File: config.mk
export PLATFORM = sky130hd
export DESIGN_NAME = cpu_run_monitor_flat
export DESIGN_NICKNAME = d
export VERILOG_FILES = /design/src/rtl/cpu_run_monitor_pkg.sv /design/src/rtl/cpu_run_monitor_if.sv /design/src/rtl/cpu_run_monitor_run_trace_ram.sv /design/src/rtl/cpu_run_monitor.sv /design/src/flat_wrapper.sv
export SDC_FILE = /design/constraint.sdc
export NUM_CORES = 1
export LEC_CHECK = 0
export BUFFER_PORTS_ARGS = -buffer_cell sky130_fd_sc_hd__buf_2
export CAP_MARGIN = 20
export CORE_AREA = 4 4 176 127
export CTS_BUF_LIST = sky130_fd_sc_hd__clkbuf_8
export DETAILED_ROUTE_END_ITERATION = 8
export DIE_AREA = 0 0 180 131
export PLACE_DENSITY = 0.57
export SYNTH_ARGS = -nofsm -noshare
export SYNTH_HDL_FRONTEND = slang
export SYNTH_SLANG_ARGS = --single-unit
File: constraint.sdc
create_clock -name clk -period 7 [get_ports clk]
set_clock_uncertainty 0.2 [all_clocks]
set_input_delay 0.35 -clock clk [delete_from_list [all_inputs] [get_ports clk]]
set_output_delay 0.35 -clock clk [all_outputs]
set_load 0.05 [all_outputs]
File: src/rtl/cpu_run_monitor_pkg.sv
// Shared types and helpers for the CPU run monitor: FSM state encoding and a
// constant-foldable clog2 used to size index and count ports.
package cpu_run_monitor_pkg;

    typedef enum logic [1:0] {
        MON_IDLE    = 2'd0,
        MON_RUN     = 2'd1,
        MON_DONE    = 2'd2,
        MON_TIMEOUT = 2'd3
    } mon_state_t;

    function automatic int clog2(input int v);
        int r;
        r = 0;
        while ((1 << r) < v) r++;
        return r;
    endfunction

endpackage

File: src/rtl/cpu_run_monitor_if.sv
// Monitor tap bus: CPU-side taps and trace read index in, status and trace entry out.
interface cpu_run_monitor_if #(
    parameter int DATA_W = 16,
    parameter int REG_W  = 3,
    parameter int DEPTH  = 8,
    parameter int CNT_W  = 16
);
    import cpu_run_monitor_pkg::*;

    localparam int IDX_W  = clog2(DEPTH);
    localparam int TCNT_W = clog2(DEPTH + 1);

    logic              start;
    logic              fetch;
    logic              halt;
    logic              rf_we;
    logic [REG_W-1:0]  rf_wnum;
    logic [DATA_W-1:0] rf_wdata;
    logic [IDX_W-1:0]  rd_idx;
    logic              rd_valid;
    logic [REG_W-1:0]  rd_num;
    logic [DATA_W-1:0] rd_data;
    logic [1:0]        state;
    logic [CNT_W-1:0]  cycle_cnt;
    logic [CNT_W-1:0]  instr_cnt;
    logic [TCNT_W-1:0] trace_cnt;

    modport master (
        output start, fetch, halt, rf_we, rf_wnum, rf_wdata, rd_idx,
        input  rd_valid, rd_num, rd_data, state, cycle_cnt, instr_cnt, trace_cnt
    );

    modport slave (
        input  start, fetch, halt, rf_we, rf_wnum, rf_wdata, rd_idx,
        output rd_valid, rd_num, rd_data, state, cycle_cnt, instr_cnt, trace_cnt
    );

endinterface

File: src/rtl/cpu_run_monitor_run_trace_ram.sv
// Trace storage: one synchronous write port, one asynchronous read port.
// Contents are deliberately not reset; the top masks stale entries with trace_cnt.
module run_trace_ram #(
    parameter int DEPTH  = 8,
    parameter int WIDTH  = 19,
    parameter int ADDR_W = 3
) (
    input  logic              clk,
    input  logic              we,
    input  logic [ADDR_W-1:0] waddr,
    input  logic [WIDTH-1:0]  wdata,
    input  logic [ADDR_W-1:0] raddr,
    output logic [WIDTH-1:0]  rdata
);

    logic [WIDTH-1:0] mem [DEPTH];

    always_ff @(posedge clk) begin
        if (we) mem[waddr] <= wdata;
    end

    assign rdata = mem[raddr];

endmodule

File: src/rtl/cpu_run_monitor.sv
// In-circuit run checker: counts RUN cycles and fetches, detects halt/timeout,
// and keeps a circular trace of the most recent register-file writes.
module cpu_run_monitor
    import cpu_run_monitor_pkg::*;
#(
    parameter int DATA_W         = 16,
    parameter int REG_W          = 3,
    parameter int DEPTH          = 8,
    parameter int CNT_W          = 16,
    parameter int TIMEOUT_CYCLES = 1024
) (
    input logic              clk,
    input logic              reset,
    cpu_run_monitor_if.slave mon
);

    localparam int IDX_W  = clog2(DEPTH);
    localparam int TCNT_W = clog2(DEPTH + 1);
    localparam int ENT_W  = REG_W + DATA_W;

    localparam logic [CNT_W-1:0]  TO_LAST  = (TIMEOUT_CYCLES == 0) ? '0 : CNT_W'(TIMEOUT_CYCLES - 1);
    localparam logic [TCNT_W-1:0] TCNT_MAX = TCNT_W'(DEPTH);

    mon_state_t        state_q, state_d;
    logic [CNT_W-1:0]  cycle_cnt, instr_cnt;
    logic [TCNT_W-1:0] trace_cnt;
    logic [IDX_W-1:0]  wr_ptr, rd_addr;
    logic [ENT_W-1:0]  rd_ent;
    logic              run_edge, rd_valid;

    // start overrides everything, so a RUN edge only counts when start is low
    assign run_edge = (state_q == MON_RUN) && !mon.start;

    always_ff @(posedge clk or posedge reset) begin
        if (reset) state_q <= MON_IDLE;
        else       state_q <= state_d;
    end

    always_comb begin
        state_d = state_q;
        if (mon.start) begin
            state_d = MON_RUN;
        end else if (state_q == MON_RUN) begin
            if (mon.halt)
                state_d = MON_DONE;
            else if (TIMEOUT_CYCLES != 0 && cycle_cnt == TO_LAST)
                state_d = MON_TIMEOUT;
        end
    end

    always_ff @(posedge clk or posedge reset) begin
        if (reset) begin
            cycle_cnt <= '0;
            instr_cnt <= '0;
            trace_cnt <= '0;
            wr_ptr    <= '0;
        end else if (mon.start) begin
            cycle_cnt <= '0;
            instr_cnt <= '0;
            trace_cnt <= '0;
            wr_ptr    <= '0;
        end else if (run_edge) begin
            if (cycle_cnt != '1)
                cycle_cnt <= cycle_cnt + 1'b1;
            if (mon.fetch && instr_cnt != '1)
                instr_cnt <= instr_cnt + 1'b1;
            if (mon.rf_we) begin
                wr_ptr <= wr_ptr + 1'b1;
                if (trace_cnt != TCNT_MAX)
                    trace_cnt <= trace_cnt + 1'b1;
            end
        end
    end

    run_trace_ram #(
        .DEPTH  (DEPTH),
        .WIDTH  (ENT_W),
        .ADDR_W (IDX_W)
    ) u_ram (
        .clk   (clk),
        .we    (run_edge && mon.rf_we),
        .waddr (wr_ptr),
        .wdata ({mon.rf_wnum, mon.rf_wdata}),
        .raddr (rd_addr),
        .rdata (rd_ent)
    );

    // index 0 is the slot just behind the write pointer; wrap is free for power-of-2 DEPTH
    assign rd_addr  = wr_ptr - IDX_W'(1) - mon.rd_idx;
    assign rd_valid = TCNT_W'(mon.rd_idx) < trace_cnt;

    assign mon.rd_valid  = rd_valid;
    assign mon.rd_num    = rd_valid ? rd_ent[ENT_W-1 -: REG_W] : '0;
    assign mon.rd_data   = rd_valid ? rd_ent[DATA_W-1:0] : '0;
    assign mon.state     = state_q;
    assign mon.cycle_cnt = cycle_cnt;
    assign mon.instr_cnt = instr_cnt;
    assign mon.trace_cnt = trace_cnt;

endmodule

File: src/flat_wrapper.sv
// flat-port wrapper written by rule: the top's interface ports become plain ports
module cpu_run_monitor_flat import cpu_run_monitor_pkg::*;
#(
    parameter int DATA_W         = 16,
    parameter int REG_W          = 3,
    parameter int DEPTH          = 8,
    parameter int CNT_W          = 16,
    parameter int TIMEOUT_CYCLES = 1024
)
  (clk, reset, mon_start, mon_fetch, mon_halt, mon_rf_we, mon_rf_wnum, mon_rf_wdata, mon_rd_idx, mon_rd_valid, mon_rd_num, mon_rd_data, mon_state, mon_cycle_cnt, mon_instr_cnt, mon_trace_cnt);
  cpu_run_monitor_if #(.DATA_W(DATA_W), .REG_W(REG_W), .DEPTH(DEPTH), .CNT_W(CNT_W)) mon_i ();
  input logic clk;
  input logic reset;
  input wire logic [$bits(mon_i.start)-1:0] mon_start;
  input wire logic [$bits(mon_i.fetch)-1:0] mon_fetch;
  input wire logic [$bits(mon_i.halt)-1:0] mon_halt;
  input wire logic [$bits(mon_i.rf_we)-1:0] mon_rf_we;
  input wire logic [$bits(mon_i.rf_wnum)-1:0] mon_rf_wnum;
  input wire logic [$bits(mon_i.rf_wdata)-1:0] mon_rf_wdata;
  input wire logic [$bits(mon_i.rd_idx)-1:0] mon_rd_idx;
  output wire logic [$bits(mon_i.rd_valid)-1:0] mon_rd_valid;
  output wire logic [$bits(mon_i.rd_num)-1:0] mon_rd_num;
  output wire logic [$bits(mon_i.rd_data)-1:0] mon_rd_data;
  output wire logic [$bits(mon_i.state)-1:0] mon_state;
  output wire logic [$bits(mon_i.cycle_cnt)-1:0] mon_cycle_cnt;
  output wire logic [$bits(mon_i.instr_cnt)-1:0] mon_instr_cnt;
  output wire logic [$bits(mon_i.trace_cnt)-1:0] mon_trace_cnt;
  assign mon_i.start = mon_start;
  assign mon_i.fetch = mon_fetch;
  assign mon_i.halt = mon_halt;
  assign mon_i.rf_we = mon_rf_we;
  assign mon_i.rf_wnum = mon_rf_wnum;
  assign mon_i.rf_wdata = mon_rf_wdata;
  assign mon_i.rd_idx = mon_rd_idx;
  assign mon_rd_valid = mon_i.rd_valid;
  assign mon_rd_num = mon_i.rd_num;
  assign mon_rd_data = mon_i.rd_data;
  assign mon_state = mon_i.state;
  assign mon_cycle_cnt = mon_i.cycle_cnt;
  assign mon_instr_cnt = mon_i.instr_cnt;
  assign mon_trace_cnt = mon_i.trace_cnt;
  cpu_run_monitor #(.DATA_W(DATA_W), .REG_W(REG_W), .DEPTH(DEPTH), .CNT_W(CNT_W), .TIMEOUT_CYCLES(TIMEOUT_CYCLES)) u_core (.clk(clk), .reset(reset), .mon(mon_i));
endmodule
==> out/results.txt <==
Outcome - completed
Post-synthesis instance area - 0.00815 mm2
Critical path required time - 6450 ps
WHS - 109 ps
Filler instances - 1823
Via count - 4724
Layout cell share with drive strength beyond 1 - 30.1%
# port buffers - 85
Non-Filler Instances - 925
Pre-CTS setup slack - 3640 ps
Initial Utilization - 39.7%
Crit path time final - 3620 ps
GPL Wtd Cong - 0.816
R2r setup slk - 4280 ps
Avg Inst Size Synth - 15.8 um2
Vias per cell - 5.11
Hold path startpoint - mon_fetch
Post-synth top area share - 56.0%
Hold EP - u_core.mon.instr_cnt[2]
Hold crit path type - in2reg
Synth Area in Adders - 1.47%
Die height - 131 um
Asr flop ratio synth - 21.2%
Area contributors post-synth - edfxtp_1 (56%), dfrtp_1 (13%), mux4_2 (11%)
Xor-xnor portion of the synthesized cell area - 3.72%
Synth unique cells - 47
Post-route DRC - 0
First-pass GRT wire length - 27900 um
Post-CTS Setup Repair Bufs - 0
Initial drt markers - 363
Simple-gate area share of the yosys netlist - 9.63%
Antenna violations before repair - 1
Vias in the first global route - 4838
Ys Warns - 0
Multi-input logic area - 0.00243 mm2
RSZ-0062 raised after global routing - false
Largest family of logic cells by synthesized area - multiplexers
CTS tree - built
Startpoint Class - register
Row count - 44
Setup tns final - 0 ps
Register area - 0.00559 mm2
Area Growth Syn to Fin - 17.6%
Crit-path max FO - 38
Endpoints failing setup - 0
Max-cap violation count - 0
Clock latency on the worst-skew pair - 460 ps
Synth area leader - edfxtp_1
Worst flop-to-flop path endpoint - u_core.u_ram.mem[0][6]
Fmax - 276 MHz
Fin. Hold Viols - 0
Worst Tran Pin Value - 896 ps
IO Pins - 86
Largest net degree at the start of global routing - 46
Total Wirelength - 17400 um
Most used DFF post-synth - edfxtp_1
Bufs on Longest Clock Path - 2
Antenna Nets Post-Route - 0
Tcrit/Tclk final - 51.7%
Clk root buf - clkbuf_8
Worst slew margin - 39.7%
Avg WL per Cell - 18.8 um
Syn_nets - 552
Die width - 180 um
Clock Sinks - 193
Yosys reg bits - 193
Post-synth top cells - edfxtp_1 (152), nand2_1 (51), dfrtp_1 (41), nor2_1 (40), mux4_2 (38)
GRT overflow - 0
Gr usage total - 15.3%
Post-synthesis mux area share - 10.9%
Core Util, Final - 46.6%
Register area share after synthesis - 68.6%
Core area - 0.0205 mm2
Post-cts sizing count - 0
Clock-pin transition on the worst setup and hold timing paths - 100 ps
Fin. max-slew vios - 0
H-tree depth - 4
PD cells - 240 mW/mm2
Most common cell in the netlist - edfxtp_1
Leak - 3.50 nW
CTS Buf Count - 17
CP endpoint kind - output pin
Compound-Gate Fraction of Synth Area - 3.76%
Setup CP Type - reg2out
Hpwl dp - 10400 um
DP Cell Count - 869
Die footprint - 0.0236 mm2
Critical Path AT - 3070 ps
Hold depth - 3
Final WS setup - 3380 ps
Hold buffers post-CTS - 22
Nets - 672
Initial DRT Pass Iterations - 4
Synth Instances - 515
Post-synth EDFFs - 152
FF-to-FF path depth - 5
RR Startpoint - u_core.mon.state[1]
Peak supply drop - 0.116 mV
## placed cells by master (no fill, tap or decap), types with 4 or more instances in the layout
master and n:
xor2_1 8, mux4_2 38, nor2_1 34, dfrtp_1 41, ha_1 7, nand4_1 6
inv_8 5, nand3_1 15, o21ai_0 17, a21oi_1 24, clkbuf_8 17, nand2_1 51
xnor2_1 21, nor3_1 7, dlygate4sd3_1 22, nand2b_1 4, inv_1 13, buf_4 13
buf_2 85, nor4_1 5, nor2_2 6, edfxtp_1 152
## where the power goes
| group | internal [mW] | switching, mW | total, mW |
|---|---|---|---|
| logic | 0.122 | 0.204 | 0.326 |
| registers | 1.25 | 0.0126 | 1.26 |
| clock network | 0.270 | 0.438 | 0.709 |
| total | 1.64 | 0.655 | 2.30 |
## sequential cells by signal, summed over array words and instances, names as in the netlist
signal / cells
u_core.mon.state: 2
u_core.u_ram.mem: 152
u_core.mon.cycle_cnt: 16
u_core.mon.trace_cnt: 4
u_core.mon.instr_cnt: 16
u_core.wr_ptr: 3
## area by class of cell
class / count / area share [%]
diodes: 1 / 0.0261
clock buffers: 17 / 2.44
clock inverters: 15 / 1.70
inverters: 14 / 0.549
multi-input cells: 288 / 25.4
flip-flops and latches: 193 / 58.4
well taps: 276 / 3.61
repair buffers: 121 / 7.92
## per-stage QoR
| stage | area (um2) | power (mW) |
|---|---|---|
| 5_1_grt | 9580 | 2.41 |
| 2_1_floorplan | 8150 | 1.53 |
| 3_5_place_dp | 8940 | 1.61 |
| 6_report | 9580 | 2.30 |
| 4_1_cts | 9560 | 2.33 |
| 3_3_place_gp | 8940 | 1.60 |
## worst max-delay path, stage by stage (launching register included)
cell     delay (ps)
dfrtp_1         450
ha_2            200
fa_1            480
buf_4           510
mux4_2          310
nand2_1          50
a21oi_1         280
buf_2           320
## how the worst max path moves through the flow
stage                         from                     end  slack [ps]  cells after the start
6_report          u_core.wr_ptr[0]           mon_rd_num[2]        3380                      7
5_1_grt           u_core.wr_ptr[0]          mon_rd_data[0]        3220                      7
3_3_place_gp         mon_rd_idx[0]           mon_rd_num[2]        3700                      8
2_1_floorplan  u_core.mon.state[0]  u_core.u_ram.mem[0][0]        3680                      4
4_1_cts           u_core.wr_ptr[0]          mon_rd_data[1]        3160                      6
3_5_place_dp         mon_rd_idx[0]           mon_rd_num[2]        3640                      8
## routing by layer
layer	track usage [%]	vias up	wire, um
li1	-	2197	-
met5	0	-	0
met2	24.6	79	8360
met3	3.90	13	731
met1	21.3	2435	8170
met4	4.03	0	136
## kinds of logic after synthesis
| logic type | Yosys count |
|---|---|
| and+or+nand+nor | 153 |
| xor gates and xnor gates | 32 |
| DFF | 193 |
| muxes | 41 |
| buffers and inverters | 34 |
| AOI/OAI and AO/OA | 53 |
| adders and majority gates | 9 |
Note: power is estimated with default switching activity, not from simulation.
